$ cat config.mk
export PLATFORM = sky130hd
export DESIGN_NAME = alu_share_ctrl
export DESIGN_NICKNAME = d
export VERILOG_FILES = /design/src/rtl/alu_pkg.sv /design/src/rtl/alu_rr_pick.sv /design/src/rtl/alu_share_ctrl.sv
export SDC_FILE = /design/constraint.sdc
export NUM_CORES = 1
export LEC_CHECK = 0
export CAP_MARGIN = 20
export CORE_MARGIN = 2
export CORE_UTILIZATION = 40
export CTS_CLUSTER_DIAMETER = 120
export CTS_CLUSTER_SIZE = 40
export DETAILED_ROUTE_END_ITERATION = 8
export PLACE_DENSITY = 0.64
export SYNTH_ARGS = -nofsm -noshare
export SYNTH_HDL_FRONTEND = slang
export SYNTH_SLANG_ARGS = --single-unit
$ cat constraint.sdc
create_clock -name clk -period 10.2 [get_ports clk]
set_input_delay 2.55 -clock clk [delete_from_list [all_inputs] [get_ports clk]]
set_output_delay 2.55 -clock clk [all_outputs]
set_load 0.1 [all_outputs]
$ cat src/rtl/alu_pkg.sv
// alu_pkg: shared widths, opcodes, FSM states and the ALU function for alu_share_ctrl.
package alu_pkg;
    localparam int DATA_W  = 20;
    localparam int SHAMT_W = 5;

    localparam logic [2:0] OP_ADD  = 3'b000;
    localparam logic [2:0] OP_SUB  = 3'b001;
    localparam logic [2:0] OP_OR   = 3'b010;
    localparam logic [2:0] OP_NAND = 3'b011;
    localparam logic [2:0] OP_SHL  = 3'b100;

    typedef enum logic [1:0] {IDLE, EXEC, RESP} state_e;

    // Unused opcodes return zero; arithmetic wraps at DATA_W bits.
    function automatic logic [DATA_W-1:0] alu_calc(input logic [DATA_W-1:0] a, input logic [DATA_W-1:0] b,
                                                   input logic [2:0] op);
        return op == OP_ADD  ? a + b :
               op == OP_SUB  ? a - b :
               op == OP_OR   ? a | b :
               op == OP_NAND ? ~(a & b) :
               op == OP_SHL  ? a << b[SHAMT_W-1:0] : '0;
    endfunction
endpackage

$ cat src/rtl/alu_rr_pick.sv
// alu_rr_pick: two-input round-robin grant; prio_i names the winner when both request.
module alu_rr_pick (
    input  logic [1:0] valid_i,
    input  logic       prio_i,
    output logic [1:0] grant_o
);
    assign grant_o[0] = valid_i[0] & (~valid_i[1] | ~prio_i);
    assign grant_o[1] = valid_i[1] & (~valid_i[0] | prio_i);
endmodule

$ cat src/rtl/alu_share_ctrl.sv
// alu_share_ctrl: shares one registered ALU between two valid/ready requesters, round-robin.
module alu_share_ctrl
    import alu_pkg::*;
(
    input  logic              clk,
    input  logic              rst,
    input  logic              req_valid_0,
    output logic              req_ready_0,
    input  logic [DATA_W-1:0] req_a_0,
    input  logic [DATA_W-1:0] req_b_0,
    input  logic [2:0]        req_op_0,
    output logic              resp_valid_0,
    input  logic              resp_ready_0,
    output logic [DATA_W-1:0] resp_data_0,
    output logic              resp_zero_0,
    output logic              resp_neg_0,
    output logic              resp_par_0,
    input  logic              req_valid_1,
    output logic              req_ready_1,
    input  logic [DATA_W-1:0] req_a_1,
    input  logic [DATA_W-1:0] req_b_1,
    input  logic [2:0]        req_op_1,
    output logic              resp_valid_1,
    input  logic              resp_ready_1,
    output logic [DATA_W-1:0] resp_data_1,
    output logic              resp_zero_1,
    output logic              resp_neg_1,
    output logic              resp_par_1,
    output logic              busy
);
    state_e            state_q, state_d;
    logic              prio_q, prio_d, owner_q, owner_d;
    logic [DATA_W-1:0] a_q, a_d, b_q, b_d, res_q, res_d;
    logic [2:0]        op_q, op_d;
    logic              zero_q, zero_d, neg_q, neg_d, par_q, par_d;
    logic [1:0]        grant;
    logic [DATA_W-1:0] alu_y;

    alu_rr_pick u_pick (
        .valid_i({req_valid_1, req_valid_0}),
        .prio_i (prio_q),
        .grant_o(grant)
    );

    assign alu_y        = alu_calc(a_q, b_q, op_q);
    assign req_ready_0  = state_q == IDLE && grant[0];
    assign req_ready_1  = state_q == IDLE && grant[1];
    assign resp_valid_0 = state_q == RESP && !owner_q;
    assign resp_valid_1 = state_q == RESP && owner_q;
    assign resp_data_0  = res_q;
    assign resp_data_1  = res_q;
    assign resp_zero_0  = zero_q;
    assign resp_zero_1  = zero_q;
    assign resp_neg_0   = neg_q;
    assign resp_neg_1   = neg_q;
    assign resp_par_0   = par_q;
    assign resp_par_1   = par_q;
    assign busy         = state_q != IDLE;

    always_comb begin
        state_d = state_q;
        prio_d  = prio_q;
        owner_d = owner_q;
        a_d     = a_q;
        b_d     = b_q;
        op_d    = op_q;
        res_d   = res_q;
        zero_d  = zero_q;
        neg_d   = neg_q;
        par_d   = par_q;
        if (state_q == IDLE && |grant) begin
            state_d = EXEC;
            owner_d = grant[1];
            prio_d  = ~grant[1];
            a_d     = grant[1] ? req_a_1 : req_a_0;
            b_d     = grant[1] ? req_b_1 : req_b_0;
            op_d    = grant[1] ? req_op_1 : req_op_0;
        end else if (state_q == EXEC) begin
            state_d = RESP;
            res_d   = alu_y;
            zero_d  = alu_y == '0;
            neg_d   = alu_y[DATA_W-1];
            par_d   = ~^alu_y;
        end else if (state_q == RESP && (owner_q ? resp_ready_1 : resp_ready_0)) begin
            state_d = IDLE;
        end
    end

    always_ff @(posedge clk) begin
        if (rst) begin
            state_q <= IDLE;
            prio_q  <= 1'b0;
            owner_q <= 1'b0;
            a_q     <= '0;
            b_q     <= '0;
            op_q    <= '0;
            res_q   <= '0;
            zero_q  <= 1'b0;
            neg_q   <= 1'b0;
            par_q   <= 1'b0;
        end else begin
            state_q <= state_d;
            prio_q  <= prio_d;
            owner_q <= owner_d;
            a_q     <= a_d;
            b_q     <= b_d;
            op_q    <= op_d;
            res_q   <= res_d;
            zero_q  <= zero_d;
            neg_q   <= neg_d;
            par_q   <= par_d;
        end
    end
endmodule

# After elaboration in Yosys (flattened, before gate mapping)

Index checks and enable logic that the tools add are counted.

Add/sub/neg operators: 2
Equality and inequality tests: 6
Shifts and indexed selects: 1
Muxes and demuxes: 12
Bitwise gates (word level): 12
Reduce and logical (&&, ||, !) cells: 17

Operator list:

| kind                 | number |
|---|---|
| $mux W20             | 7 |
| $add A20 B20 Y20     | 1 |
| $and A20 B20 Y20     | 1 |
| $logic_not A20 Y1    | 1 |
| $not A20 Y20         | 1 |
| $or A20 B20 Y20      | 1 |
| $reduce_xnor A20 Y1  | 1 |
| $shl A20 B5 Y20      | 1 |
| $sub A20 B20 Y20     | 1 |
| $eq A3 B2 Y1 const B | 2 |
| $logic_and A1 B1 Y1  | 6 |
| $not A1 Y1           | 5 |
| $mux W2              | 2 |
| $reduce_bool A2 Y1   | 2 |
| $reduce_or A2 Y1     | 2 |
| $eq A3 B1 Y1 const B | 1 |
| $eq A3 B3 Y1 const B | 1 |
| $logic_not A3 Y1     | 1 |
| $mux W3              | 1 |
| $reduce_bool A3 Y1   | 1 |
| $and A1 B1 Y1        | 2 |
| $eq A2 B1 Y1 const B | 1 |
| $eq A2 B2 Y1 const B | 1 |
| $logic_not A2 Y1     | 1 |
| other kinds (4)      | 6 |

Flip-flop bits (word level): 70
Input bits: 92
Output and inout bits: 51
Logic and storage cells: 61

# Depth between registers and ports, before layout

Depth in word-level cells: 7
Mapped depth: 19
Depth with buffers taken out: 17

# By module

Synthesis repeated with hierarchy kept, for this count alone.

Cell total of the unflattened synthesis: 1,006
Area, all modules: 7,358.3 sq um

Modules (own cells, without submodules):

| module         | times used | cells each | area each (sq um) | sequential area each (sq um) |
|---|---|---|---|---|
| alu_share_ctrl | 1          | 1,003      | 7,339.5           | 1,381.3 |
| alu_rr_pick    | 1          | 3          | 18.8              | 0.0 |

# Least setup slack after synthesis

No wires, ideal clock.

Path type: input to output
Start point: input req_valid_0
End point: output req_ready_1
Arrival time: 4.247 ns
Required time: 7.650 ns
Setup slack: 3.403 ns
Cell stages on the path: 5
Path buffers: 1
Cell sequence: inv_1 > o21ai_1 > or2_2 > inv_1 > clkbuf_1

Cells in the longest elaborated chain, start to end: 4

RTL lines:

| what                | RTL line             | source |
|---|---|---|
| start, declared     | alu_share_ctrl.sv:7  | `input logic req_valid_0,` |
| $not A1 Y1          | alu_rr_pick.sv:8     | `assign grant_o[1] = valid_i[1] & (~valid_i[0] \| prio_i);` |
| $or A1 B1 Y1        | alu_rr_pick.sv:8     |  |
| $and A1 B1 Y1       | alu_rr_pick.sv:8     |  |
| $logic_and A1 B1 Y1 | alu_share_ctrl.sv:47 | `assign req_ready_1 = state_q == IDLE && grant[1];` |
| end, declared       | alu_share_ctrl.sv:19 | `output logic req_ready_1,` |

Every way passes these cells.

# Final worst setup path

Start point: input req_valid_1
End point: output req_ready_1

Cells in the longest elaborated chain, start to end: 2

RTL lines:

| what                | RTL line             | source |
|---|---|---|
| start, declared     | alu_share_ctrl.sv:18 | `input logic req_valid_1,` |
| $and A1 B1 Y1       | alu_rr_pick.sv:8     |  |
| $logic_and A1 B1 Y1 | alu_share_ctrl.sv:47 |  |

Every way passes these cells.

==> flow_summary_export.csv <==
group,metric,value,unit
yosys,synthArstFlopShare,0,%
clock_tree,clk_latency,360,ps
yosys,synth.distinct_cells,69,
global_route,grt_overflow_total,0,
yosys,syn_nets,1088,
clock_tree,cts_tree,"yes",
global_route,antenna_found_initial,0,
floorplan,start_util,40.7,%
yosys,synthFlopType,"dfxtp_1",
finish,final_common_cell,"clkdlybuf4s50_1",
floorplan,fp-row-count,48,
placed_design,place.gp.congestion,0.931,
routing,drc,0,
timing,slew_headroom,34.8,%
yosys,ys_seq_area_share,19.7,%
finish,antennaDiodeCount,0,
worst_setup_path,crit_path_start_kind,"input port",
timing,tns,0,ps
power_and_ir_drop,power_frac_comb,58.8,%
power_and_ir_drop,swShare,47.6,%
timing,tightest_slew,976,ps
yosys,synth-edff-count,0,
clock_tree,clkTransAtPathRegs,60,ps
timing,finalSetupViolCount,0,
routing,ant_nets,0,
global_route,grt_max_degree,71,
routing,drtPass1Iterations,6,
yosys,synthCells,923,
floorplan,die_area,18600,um^2
floorplan,coreArea,17200,um^2
clock_tree,clock_sinks,69,
power_and_ir_drop,p_total,1.65,mW
floorplan,die_w,136,um
clock_tree,cts_setup_buffers,0,
worst_setup_path,critPathMaxFanout,40,
worst_setup_path,reg2reg_slack,5040,ps
timing,rsz0062_at_grt,"no",
routing,totalWireLength,20.9,mm
routing,vias,6992,
routing,wl_met3,1.49,mm
power_and_ir_drop,p_int,0.865,mW
clock_tree,cts_buffers,9,
routing,route.top_layer_used,"met4",
worst_setup_path,critical_path_arrival,5290,ps
timing,slew_violations,0,
finish,syn_to_final_growth,23.5,%
placed_design,port_buffers,142,
routing,drtIter0Drc,586,
finish,final_cell_mix,"clkdlybuf4s50_1 (141), a21oi_1 (109), nand2_1 (103), nor2_1 (74), ha_1 (71)",
global_route,track_usage,22.9,%
global_route,grt_pass1_vias,6276,
finish,drive_above_1_share,6.89,%
timing,finalCritPeriodShare,76.8,%
worst_setup_path,cp-end-kind,"output port",
clock_tree,cts_root_buf,"clkbuf_16",
power_and_ir_drop,pwr_density_cell,191,nW/um^2
clock_tree,ctsHoldBuffers,0,
yosys,syn_avg_cell_area,7.60,um^2
timing,finalHoldViolCount,0,
global_route,grt_pass1_wl,33.2,mm
yosys,synth_seq_cells,69,
finish,nets,1162,
clock_tree,cts_resized,0,
power_and_ir_drop,p_seq_share,21.4,%
floorplan,boundaryPins,143,
power_and_ir_drop,p_leak,3.33,nW
yosys,yosys_warnings,0,
routing,route.met2.wl,9.18,mm
routing,routed_via_density,5.70,
power_and_ir_drop,power.net_switching,0.786,mW
min_path,min_path_type,"flip-flop to flip-flop",
run,drv_cap,0,
worst_setup_path,crit_type,"input port to output port",
power_and_ir_drop,irDropWorstVdd,0.000135,V
clock_tree,htreeDepth,3,
worst_setup_path,cp.required,7650,ps
floorplan,die_y,136,um
run_status,status,"completed",
routing,wire_per_inst,17.1,um
yosys,mappedNetlistArea,7020,um^2
timing,finalClockSkew,13.7,ps
placed_design,dp_hpwl,15.8,mm
finish,fin_util,50.3,%
routing,wl_met1,9.91,mm
timing,fmax,128,MHz
power_and_ir_drop,clkPwrFrac,19.8,%
timing,fin_crit,7840,ps
clock_tree,clock_tree.buffer_depth,2,
cell families (layout without fill, tap and decap cells):
logic type / after synthesis / in the layout / synth area share, %
adders and majority gates: 73 / 73 / 13.2
and+or+nand+nor: 261 / 261 / 16.8
DFF: 69 / 69 / 19.7
AOI/OAI and AO/OA: 303 / 303 / 28.4
muxes: 46 / 46 / 9.68
buffers and inverters: 148 / 227 / 9.29
xor gates and xnor gates: 23 / 23 / 2.87
per-layer routing:
layer  up-vias  GRT usage, %
li1       3439             -
met1      3229          33.3
met2       304          34.4
met3        20          3.54
met4         0          7.29
met5         -             0
layout make-up:
| cell class | count | area, um^2 |
|---|---|---|
| fillers | 1684 | 8570 |
| clock inverters | 6 | 71.3 |
| flip-flops and latches | 69 | 1380 |
| repair buffers | 152 | 1490 |
| clock buffers | 10 | 229 |
| well taps | 225 | 282 |
| inverters | 59 | 221 |
| multi-input cells | 706 | 4990 |
registers in the layout, indices dropped and copies added, names as in the netlist, 2 cells and up:
signal	flops
state_q	2
resp_data_0	20
op_q	3
a_q	20
b_q	20
power groups by stage:
stage / Sequential (mW) / Combinational [mW] / Clock (mW)
finish: 0.354 / 0.971 / 0.327
global route: 0.360 / 1.05 / 0.342
CTS: 0.353 / 0.968 / 0.331
detailed placement: 0.359 / 0.966 / 0
global placement: 0.357 / 0.961 / 0
floorplan: 0.417 / 0.686 / 0
per-stage QoR:
| step | hold WS (ps) | setup WS (ps) | cells | instance area [um^2] |
|---|---|---|---|---|
| 2_1_floorplan | 453 | 3400 | 923 | 7020 |
| 3_3_place_gp | 461 | 2340 | 1211 | 8360 |
| 3_5_place_dp | 468 | 2340 | 1211 | 8360 |
| 4_1_cts | 476 | 2330 | 1227 | 8660 |
| 5_1_grt | 517 | 2190 | 1227 | 8660 |
| 6_report | 472 | 2360 | 1227 | 8660 |
cells in the mapped netlist (4+ instances only):
| cell | number | area (um^2) |
|---|---|---|
| a211oi_1 | 31 | 233 |
| a21o_1 | 7 | 52.6 |
| a21oi_1 | 109 | 546 |
| a22oi_1 | 42 | 315 |
| a311oi_1 | 4 | 35.0 |
| a31oi_1 | 5 | 31.3 |
| buf_1 | 4 | 15.0 |
| buf_2 | 5 | 25.0 |
| buf_4 | 24 | 180 |
| clkbuf_1 | 56 | 210 |
| dfxtp_1 | 69 | 1380 |
| ha_1 | 71 | 888 |
| inv_1 | 57 | 214 |
| mux2_2 | 5 | 56.3 |
| mux2i_1 | 24 | 240 |
| mux4_2 | 17 | 383 |
| nand2_1 | 103 | 387 |
| nand2b_1 | 15 | 93.8 |
| nand3_1 | 11 | 55.1 |
| nor2_1 | 75 | 282 |
| nor2b_1 | 10 | 62.6 |
| nor3_1 | 13 | 65.1 |
| nor3b_1 | 4 | 30.0 |
| nor4_1 | 6 | 37.5 |
| o21ai_0 | 41 | 205 |
| o21bai_1 | 6 | 45.0 |
| o22ai_1 | 6 | 37.5 |
| o31ai_1 | 6 | 45.0 |
| o41ai_1 | 5 | 43.8 |
| or2_2 | 5 | 31.3 |
| or3_1 | 4 | 25.0 |
| xnor2_1 | 20 | 175 |
worst max-delay path, stage by stage:
cell and delay, ps:
clkdlybuf4s50_1 470, o21ai_1 240, or2_2 380, inv_1 60
buf_4 350, clkdlybuf4s50_1 1210
worst paths after layout:
| kind | start | endpoint | cells after the start |
|---|---|---|---|
| max | req_valid_1 | req_ready_1 | 6 |
| min | resp_par_0$_SDFFE_PP0P_ | resp_par_0$_SDFFE_PP0P_ | 2 |
| max reg2reg | b_q[2]$_SDFFE_PP0P_ | resp_par_0$_SDFFE_PP0P_ | 15 |
| min reg2reg | resp_par_0$_SDFFE_PP0P_ | resp_par_0$_SDFFE_PP0P_ | 2 |
No activity file was read; power rests on OpenSTA's default activity.
